[src/rtl/cpu_pipe_pkg.sv]
// -----------------------------------------------------------------------------
// cpu_pipe_pkg
//   Shared definitions for the execute -> memory -> writeback pipeline.
//   DATA_W  : datapath / ALU / memory data width
//   ADDR_W  : register index width (16 registers)
//   PC_REG  : register index of the program counter (never forwarded)
//   ctrl_t  : control bundle carried by every pipeline register
//   Optional feature macro used by the files that import this package: FWD_EN
// -----------------------------------------------------------------------------
package cpu_pipe_pkg;

   localparam int DATA_W = 24;
   localparam int ADDR_W = 4;

   localparam logic [ADDR_W-1:0] PC_REG = 4'd15;

   typedef struct packed {
      logic regWrite;
      logic memToReg;
      logic memWrite;
      logic PCSrc;
   } ctrl_t;

endpackage

[src/rtl/fwd_select.sv]
// -----------------------------------------------------------------------------
// fwd_select
//   Hazard detection and operand selection for one execute source operand.
//   Ports:
//     ra        in   source register index of the execute instruction
//     en_m      in   M stage holds a valid register-writing instruction
//     wa3_m     in   M stage destination register
//     val_m     in   value the M stage instruction will write
//     en_w      in   W stage holds a valid register-writing instruction
//     wa3_w     in   W stage destination register
//     val_w     in   value the W stage instruction is writing
//     rd        in   register-file value read for ra
//     fwd       out  operand value presented to execute
//     hazard    out  ra is produced by an instruction still in M or W
//   Macro FWD_EN: when defined, fwd picks M over W over rd; when undefined,
//   fwd is always rd and the caller stalls on hazard instead.
// -----------------------------------------------------------------------------
module fwd_select
   import cpu_pipe_pkg::*;
(
   input  logic [ADDR_W-1:0] ra,
   input  logic              en_m,
   input  logic [ADDR_W-1:0] wa3_m,
   input  logic [DATA_W-1:0] val_m,
   input  logic              en_w,
   input  logic [ADDR_W-1:0] wa3_w,
   input  logic [DATA_W-1:0] val_w,
   input  logic [DATA_W-1:0] rd,
   output logic [DATA_W-1:0] fwd,
   output logic              hazard
);

   logic hit_m;
   logic hit_w;

   // The PC is supplied by fetch rather than the register file, so a write
   // to it never counts as a data dependency.
   assign hit_m  = en_m && (wa3_m == ra) && (ra != PC_REG);
   assign hit_w  = en_w && (wa3_w == ra) && (ra != PC_REG);
   assign hazard = hit_m | hit_w;

`ifdef FWD_EN
   // The younger producer (M) holds the newest value, so it wins over W.
   always_comb begin
      fwd = rd;
      if (hit_m) begin
         fwd = val_m;
      end else if (hit_w) begin
         fwd = val_w;
      end
   end
`else
   logic unused_vals;
   assign unused_vals = ^{val_m, val_w};
   assign fwd         = rd;
`endif

endmodule

[src/rtl/exec_writeback_pipe.sv]
// -----------------------------------------------------------------------------
// exec_writeback_pipe
//   Takes execute-stage results/control, registers them through the M and W
//   stages, drives data memory and the register-file write port, and returns
//   forwarded operands (or a stall request) to execute.
//   Ports:
//     clk, rst                         clock, synchronous active-high reset
//     validE, flushE                   execute instruction valid / kill it
//     regWriteE, memToRegE,
//     memWriteE, PCSrcE                execute control
//     WA3E, RA1E, RA2E                 destination / source registers
//     rd1E, rd2E                       register-file read values
//     aluResultE                       ALU result (memory address)
//     readDataM                        data memory read data (combinational)
//     aluOutM, writeDataM, memWriteM   data memory address / data / strobe
//     resultW, WA3W, regWriteW         register-file write port
//     PCSrcW                           PC write enable
//     fwdA, fwdB                       operands for execute SrcA / SrcB
//     stallE                           hold decode->execute register and fetch
//   Macro FWD_EN: defined -> operands forwarded from M/W, stallE tied 0;
//   undefined -> no forwarding, execute stalls until the producer retires.
//   Latency: an instruction in E at cycle n drives memory at n+1 and writes
//   the register file at n+2.
// -----------------------------------------------------------------------------
module exec_writeback_pipe
   import cpu_pipe_pkg::*;
(
   input  logic              clk,
   input  logic              rst,
   input  logic              validE,
   input  logic              flushE,
   input  logic              regWriteE,
   input  logic              memToRegE,
   input  logic              memWriteE,
   input  logic              PCSrcE,
   input  logic [ADDR_W-1:0] WA3E,
   input  logic [ADDR_W-1:0] RA1E,
   input  logic [ADDR_W-1:0] RA2E,
   input  logic [DATA_W-1:0] rd1E,
   input  logic [DATA_W-1:0] rd2E,
   input  logic [DATA_W-1:0] aluResultE,
   input  logic [DATA_W-1:0] readDataM,
   output logic [DATA_W-1:0] aluOutM,
   output logic [DATA_W-1:0] writeDataM,
   output logic              memWriteM,
   output logic [DATA_W-1:0] resultW,
   output logic [ADDR_W-1:0] WA3W,
   output logic              regWriteW,
   output logic              PCSrcW,
   output logic [DATA_W-1:0] fwdA,
   output logic [DATA_W-1:0] fwdB,
   output logic              stallE
);

   // ---------------------------------------------------------------- state
   logic              valid_m_reg;
   ctrl_t             ctrl_m_reg;
   logic [ADDR_W-1:0] wa3_m_reg;
   logic [DATA_W-1:0] alu_m_reg;
   logic [DATA_W-1:0] wd_m_reg;

   logic              valid_w_reg;
   ctrl_t             ctrl_w_reg;
   logic [ADDR_W-1:0] wa3_w_reg;
   logic [DATA_W-1:0] result_w_reg;

   // ------------------------------------------------------------ combinational
   ctrl_t             ctrl_e;
   logic [DATA_W-1:0] result_m;
   logic              en_m;
   logic              en_w;
   logic              stall_e;

   logic [ADDR_W-1:0] ra_arr  [2];
   logic [DATA_W-1:0] rd_arr  [2];
   logic [DATA_W-1:0] fwd_arr [2];
   logic              haz_arr [2];

   assign ctrl_e = '{regWrite: regWriteE, memToReg: memToRegE,
                     memWrite: memWriteE, PCSrc: PCSrcE};

   // Value the M instruction will eventually write back; also the M-stage
   // forwarding source so a load result is usable in the same cycle.
   assign result_m = ctrl_m_reg.memToReg ? readDataM : alu_m_reg;

   assign en_m = valid_m_reg & ctrl_m_reg.regWrite;
   assign en_w = valid_w_reg & ctrl_w_reg.regWrite;

   assign ra_arr[0] = RA1E;
   assign ra_arr[1] = RA2E;
   assign rd_arr[0] = rd1E;
   assign rd_arr[1] = rd2E;

   generate
      for (genvar gi = 0; gi < 2; gi++) begin : g_operand
         fwd_select u_fwd_select (
            .ra     (ra_arr[gi]),
            .en_m   (en_m),
            .wa3_m  (wa3_m_reg),
            .val_m  (result_m),
            .en_w   (en_w),
            .wa3_w  (wa3_w_reg),
            .val_w  (result_w_reg),
            .rd     (rd_arr[gi]),
            .fwd    (fwd_arr[gi]),
            .hazard (haz_arr[gi])
         );
      end
   endgenerate

   assign fwdA = fwd_arr[0];
   assign fwdB = fwd_arr[1];

`ifdef FWD_EN
   logic unused_haz;
   assign unused_haz = haz_arr[0] ^ haz_arr[1];
   assign stall_e    = 1'b0;
`else
   // Masked by rst so that no stall is reported in the reset cycle while the
   // stage registers still hold pre-reset contents.
   assign stall_e = ~rst & validE & (haz_arr[0] | haz_arr[1]);
`endif

   assign stallE = stall_e;

   // ---------------------------------------------------------- pipeline regs
   always_ff @(posedge clk) begin
      if (rst) begin
         valid_m_reg  <= 1'b0;
         ctrl_m_reg   <= '0;
         wa3_m_reg    <= '0;
         alu_m_reg    <= '0;
         wd_m_reg     <= '0;
         valid_w_reg  <= 1'b0;
         ctrl_w_reg   <= '0;
         wa3_w_reg    <= '0;
         result_w_reg <= '0;
      end else begin
         // Flush and stall both turn the captured slot into a bubble; the
         // data fields are copied regardless since control is gated by valid.
         valid_m_reg  <= validE & ~flushE & ~stall_e;
         ctrl_m_reg   <= ctrl_e;
         wa3_m_reg    <= WA3E;
         alu_m_reg    <= aluResultE;
         wd_m_reg     <= fwdB;
         valid_w_reg  <= valid_m_reg;
         ctrl_w_reg   <= ctrl_m_reg;
         wa3_w_reg    <= wa3_m_reg;
         result_w_reg <= result_m;
      end
   end

   // ---------------------------------------------------------------- outputs
   // Strobes are gated by the stage valid bit, and by rst so that in-flight
   // instructions are discarded without a write in the reset cycle itself.
   assign aluOutM    = alu_m_reg;
   assign writeDataM = wd_m_reg;
   assign memWriteM  = ~rst & valid_m_reg & ctrl_m_reg.memWrite;

   assign resultW    = result_w_reg;
   assign WA3W       = wa3_w_reg;
   assign regWriteW  = ~rst & valid_w_reg & ctrl_w_reg.regWrite;
   assign PCSrcW     = ~rst & valid_w_reg & ctrl_w_reg.PCSrc;

endmodule
[config.mk]
export PLATFORM = sky130hd
export DESIGN_NAME = exec_writeback_pipe
export DESIGN_NICKNAME = d
export VERILOG_FILES = /design/src/rtl/cpu_pipe_pkg.sv /design/src/rtl/fwd_select.sv /design/src/rtl/exec_writeback_pipe.sv
export SDC_FILE = /design/constraint.sdc
export NUM_CORES = 1
export LEC_CHECK = 0
export BUFFER_PORTS_ARGS = -buffer_cell sky130_fd_sc_hd__buf_2
export CAP_MARGIN = 25
export CORE_MARGIN = 5
export CORE_UTILIZATION = 43
export CTS_BUF_LIST = sky130_fd_sc_hd__clkbuf_8 sky130_fd_sc_hd__clkbuf_16
export DETAILED_ROUTE_END_ITERATION = 8
export GPL_ROUTABILITY_DRIVEN = 0
export PLACE_DENSITY = 0.94
export SLEW_MARGIN = 20
export SYNTH_ARGS = -nofsm -noshare
export SYNTH_HDL_FRONTEND = slang
export SYNTH_SLANG_ARGS = --single-unit
[constraint.sdc]
create_clock -name clk -period 2.36 [get_ports clk]
set_clock_uncertainty 0.05 [all_clocks]
set_input_delay 0.118 -clock clk [delete_from_list [all_inputs] [get_ports clk]]
set_output_delay 0.118 -clock clk [all_outputs]
set_load 0.02 [all_outputs]
==> results of run 1 <==
metal layers:
layer | vias up | track usage | wire length, µm
met1 | 1329 | 0.184 | 3190
met4 | 0 | 0.120 | 410
met5 | - | 0 | 0
li1 | 1359 | - | -
met2 | 148 | 0.397 | 5420
met3 | 36 | 0.0571 | 822
synthesized netlist by cell type:
| master | number | area share |
|---|---|---|
| dfxtp_1 | 88 | 0.55 |
| nor2b_1 | 63 | 0.12 |
| buf_4 | 51 | 0.12 |
| nor2_1 | 29 | 0.034 |
| mux2i_1 | 24 | 0.075 |
| xor2_1 | 12 | 0.033 |
| nand2_1 | 7 | 0.0083 |
| clkbuf_1 | 6 | 0.0071 |
| buf_2 | 4 | 0.0063 |
| nor4_1 | 4 | 0.0079 |
| a31oi_1 | 3 | 0.0059 |
| o21ai_1 | 3 | 0.0047 |
| or2_2 | 2 | 0.0039 |
| a22oi_1 | 1 | 0.0024 |
| and2_1 | 1 | 0.0020 |
| and3_1 | 1 | 0.0020 |
| and3_2 | 1 | 0.0024 |
| and4_1 | 1 | 0.0028 |
| o21ai_0 | 1 | 0.0016 |
| or2b_2 | 1 | 0.0028 |
worst min path at each step:
stage          slack, ns  cells past startpoint          start                      to
2_1_floorplan       0.20                      1  aluResultE[0]   aluOutM[0]$_SDFF_PP0_
3_3_place_gp        0.19                      0       rd1E[10]                fwdA[10]
3_5_place_dp        0.19                      0       rd1E[10]                fwdA[10]
4_1_cts             0.07                      3         flushE  valid_m_reg$_SDFF_PP0_
5_1_grt             0.08                      3         flushE  valid_m_reg$_SDFF_PP0_
6_report            0.09                      3         flushE  valid_m_reg$_SDFF_PP0_
cell type report:
cell class | instances | area (µm²) | area share
timing repair buffer | 278 | 1800 | 0.370
sequential | 88 | 1760 | 0.362
multi-input combinational | 154 | 996 | 0.205
clock buffer | 9 | 124 | 0.0255
tap | 99 | 124 | 0.0255
clock inverter | 7 | 57.6 | 0.0118
through the flow:
stage | area, µm² | util
global route | 4860 | 0.674
floorplan | 3180 | -
detailed placement | 3880 | 0.538
finish | 4860 | 0.674
global placement | 3880 | 0.538
CTS | 4860 | 0.674
worst reg2reg max path, stage by stage, from the launching register on:
cell and delay, ns:
dfxtp_1 0.35, xor2_1 0.15, nor4_1 0.38, a22oi_1 0.20, and4_1 0.20
cells by family (layout without fill, tap and decap cells):
family,Yosys count,after routing
xor+xnor,12,12
buf+inv,61,294
simple gates,110,110
compound gates,8,8
mux,24,24
flops,88,88
repair_timing:
action / in CTS / in global routing
resized for setup: 0 / 0
endpoints found under the hold margin: 80 / 0
setup endpoints to repair: 0 / 0
hold buffers: 80 / 0
power groups by stage:
stage | combinational [mW] | sequential [mW] | clock [mW]
4_1_cts | 0.536 | 1.59 | 0.963
2_1_floorplan | 0.238 | 1.72 | 0
3_5_place_dp | 0.431 | 1.63 | 0
3_3_place_gp | 0.420 | 1.62 | 0
5_1_grt | 0.580 | 1.61 | 1.03
6_report | 0.544 | 1.60 | 0.933
==> results.toml, run 1 <==
[power_and_ir_drop]
sequentialPowerShare = 0.520
power_frac_comb = 0.177
power.switching_mw = 0.850
vdd_ir_drop_max_mv = 0.439
powerDensity_mw_per_mm2 = 632
p_sw_frac = 0.277
p_leak_nw = 2.40
p_total_mw = 3.07
power_frac_clock = 0.303
p_int_mw = 2.22

[layout]
final_nets = 647
syn_to_final_growth_pct = 52.8
layout-drive-gt1-share = 0.405
final_cell_mix = "buf_2, dfxtp_1, dlygate4sd3_1, nor2b_1, nor2_1"
stdcell_count = 635
fill_cells = 528
final_common_cell = "buf_2"
diodes = 0

[sta]
finalSetupViolCount = 0
timing.fmax_mhz = 506
max_slew.worst_pin.slew_ns = 0.479
timing.final.crit_share = 0.838
rsz0062_at_grt = "no"
hold_violations = 0
period_minus_slack_ns = 1.98
holdWs_ns = 0.0919
worst_slack_ns = 0.383
max_slew_margin = 0.681
final_max_slew_viol_count = 0
fin_setup_tns_ns = 0

[logic_synthesis]
synth-simple-area-share = 0.190
synth_compound_area_frac = 0.0145
synth_top_family_by_area = "simple AND/OR/NAND/NOR gates"
synthMuxAreaShare = 0.0755
synth_cells = 303
yosysWarnings = 0
syn-num-nets = 419
ys_seq_area_frac = 0.553
netlist_area_mm2 = 0.00318
avgSynthCellArea_um2 = 10.5
synth-adder-area-share = 0
synth_cell_types = 20
synth-seq-cells = 88
synth_xor_area_frac = 0.0330

[drt]
drtPass1Iterations = 4
drt-initial-drc-count = 58
drt_wl_total_um = 9840
ant_nets = 0
viasPerCell = 4.52
wl_per_cell_um = 15.5
drc = 0
vias = 2872

[worst_setup_path]
crit_end = "stallE"
max_stage_delay_ns = 0.38
crit_chain = "xor2_1 -> nor4_1 -> a22oi_1 -> a31oi_1 -> buf_2"
cp.arrival_ns = 1.81
end_kind = "output port"
crit_type = "reg2out"
worstSetupStartpoint = "WA3W[3]$_SDFF_PP0_"
critPathMaxFanout = 3
cp_data_required_time_ns = 2.19
rrSetupSlack_ns = 0.93
critPathLaunchType = "register"
cp.depth = 5
reg2regPathDepth = 4
reg2reg_from = "WA3W[3]$_SDFF_PP0_"
crit_slowest_cell = "nor4_1"
r2r-end = "valid_m_reg$_SDFF_PP0_"
crit_buf_inv = 1
critPathTopFamily = "compound AO/OA/AOI/OAI gates"

[cts]
htree_num_levels = 3
clkLatencyLatePin_ns = 0.34
cts_tree = "done"
clockBufferDepth = 2
cts_root_buf = "clkbuf_8"
numCtsBuffers = 9
path_clk_slew_ns = 0.09
post_cts_buffers = 0
cts.sinks = 88

[grt]
grt_pass1_wl_um = 14100
antenna_found_initial = 0
first_global_vias = 2974
grt_max_degree = 49
globalRouteOverflowTotal = 0
grt_usage = 0.204

[place]
hpwl_um = 6150
place_worst_setup_slack_ns = 0.792
dp_cells = 539
portBuffers = 195

[status]
outcome = "complete, no violations"

[floorplanning]
die_area_mm2 = 0.00922
io_pins = 244
fp.dieH_um = 96.0
die_w_um = 96.0
initial_utilization = 0.441
rows = 31
coreArea_mm2 = 0.00721

[worst_hold_path]
worstHoldPathType = "in2reg"

[flow_run]
cap_violations = 0
Note: power is estimated with default switching activity, not from simulation.
==> inputs of run 2 (changes only) <==
- CORE_UTILIZATION: 43 -> 40
- PLACE_DENSITY: 0.94 -> 0.89
- clock period: 2.36 -> 1.95 ns (I/O delays scaled with it)
==> run 2 against run 1 <==
Setup slack got worse by 0.24 ns. Global-route usage is 1.3 points lower. Non-clock buffer count is 1 higher. Highest routed layer unchanged. Register-to-register slack lost 0.29 ns. Critical path depth stayed put. Combinational power is 21% higher. Largest cell class unchanged. Clock-buffer cell count up 1. Routed wire length decreased by 0.66%. Sequential share of layout area shrank 0.27 points.
==> results.toml, run 2 (synthesis gave the netlist of run 1 again) <==
[power_and_ir_drop]
p_int_mw = 2.85
p_total_mw = 3.85
power_frac_comb = 0.171
vdd_ir_drop_max_mv = 0.418
powerDensity_mw_per_mm2 = 787
sequentialPowerShare = 0.501
power_frac_clock = 0.328
power.switching_mw = 1.00
p_leak_nw = 2.42
p_sw_frac = 0.261

[grt]
grt_pass1_wl_um = 14900
grt_max_degree = 55
use_met1 = 0.174
use_met3 = 0.0680
busiest_layer = "met2"
grt_usage = 0.192
globalRouteOverflowTotal = 0
first_global_vias = 3091
grtUsageMet2 = 0.375
antenna_found_initial = 0

[sta]
fin_setup_tns_ns = 0
finalSetupViolCount = 0
hold_violations = 0
worst_slack_ns = 0.144
rsz0062_at_grt = "no"
timing.final.crit_share = 0.926
holdWs_ns = 0.0793
max_slew.worst_pin.slew_ns = 0.530
final_max_slew_viol_count = 0
timing.fmax_mhz = 554
max_slew_margin = 0.647
period_minus_slack_ns = 1.81

[worst_setup_path]
end_kind = "output port"
critPathMaxFanout = 3
critPathLaunchType = "register"
cp_data_required_time_ns = 1.80
cp.arrival_ns = 1.66
crit_type = "reg2out"

[floorplanning]
die_w_um = 99.2
die_area_mm2 = 0.00984
io_pins = 244
fp.dieH_um = 99.2
initial_utilization = 0.412
coreArea_mm2 = 0.00773
rows = 32

[cts]
clockBufferDepth = 2
cts_tree = "done"
post_cts_buffers = 0
cts_root_buf = "clkbuf_8"
numCtsBuffers = 9
cts-resized-gates = 0
clkLatencyLatePin_ns = 0.34
htree_num_levels = 3
holdBufCountCts = 81
path_clk_slew_ns = 0.08
cts.sinks = 88

[layout]
layout-drive-gt1-share = 0.406
fill_cells = 596
final_cell_mix = "buf_2, dfxtp_1, dlygate4sd3_1, nor2b_1, nor2_1"
diodes = 0
final_util = 0.634
syn_to_final_growth_pct = 53.9
stdcell_count = 639
final_nets = 648
final_common_cell = "buf_2"
fin_area_mm2 = 0.00490

[drt]
drt_wl_total_um = 9770
ant_nets = 0
drtPass1Iterations = 4
vias = 2862
drt-initial-drc-count = 49
wl_per_cell_um = 15.3
viasPerCell = 4.48
drc = 0

[place]
place_worst_setup_slack_ns = 0.505
placed_cell_area_mm2 = 0.00388
portBuffers = 195
hpwl_um = 6560
dp_cells = 542

[status]
outcome = "complete, no violations"

[worst_hold_path]
worstHoldPathType = "in2reg"

[flow_run]
cap_violations = 0
==> run 2: cell count changes in the layout (fill, tap and decap cells not counted), sizes merged <==
cell / change
inv: -1
dlygate4sd3: +1
clkinvlp: -1
bufinv: +1
clkbuf: +1
==> run 2: path summary, 6_finish.rpt <==
| kind | endpoint | slack (ns) | cells past startpoint | from |
|---|---|---|---|---|
| setup / recovery | stallE | 0.14 | 5 | WA3W[3]$_SDFF_PP0_ |
| hold / removal | valid_m_reg$_SDFF_PP0_ | 0.08 | 3 | flushE |
| setup reg to reg | valid_m_reg$_SDFF_PP0_ | 0.64 | 4 | WA3W[3]$_SDFF_PP0_ |
| hold reg to reg | ctrl_w_reg[0]$_SDFF_PP0_ | 0.41 | 1 | ctrl_m_reg[0]$_SDFF_PP0_ |
==> run 2: routing by layer <==
layer	share of wire	wire [µm]
met5	0	0
met4	0.038	370
met3	0.093	906
met2	0.54	5230
met1	0.33	3260
==> run 2: cell type report <==
class                           instances  area, µm²  area share
Tap cell                              102        128      0.0261
Timing Repair Buffer                  279       1810       0.369
Clock inverter                          6       66.3      0.0135
Sequential cell                        88       1760       0.360
Multi-Input combinational cell        154        996       0.203
Clock buffer                           10        138      0.0281
==> run 2: critical path, cell delays in order (launching register included) <==
cell	delay (ns)
dfxtp_1	0.35
xor2_1	0.18
nor4_1	0.29
a22oi_1	0.14
a31oi_1	0.17
buf_2	0.19
==> run 2: power by group through the flow <==
stage	Clock [mW]	Sequential (mW)	Combinational [mW]
2_1_floorplan	0	2.08	0.288
3_3_place_gp	0	1.97	0.518
3_5_place_dp	0	1.97	0.529
4_1_cts	1.31	1.93	0.656
5_1_grt	1.37	1.94	0.709
6_report	1.26	1.93	0.660
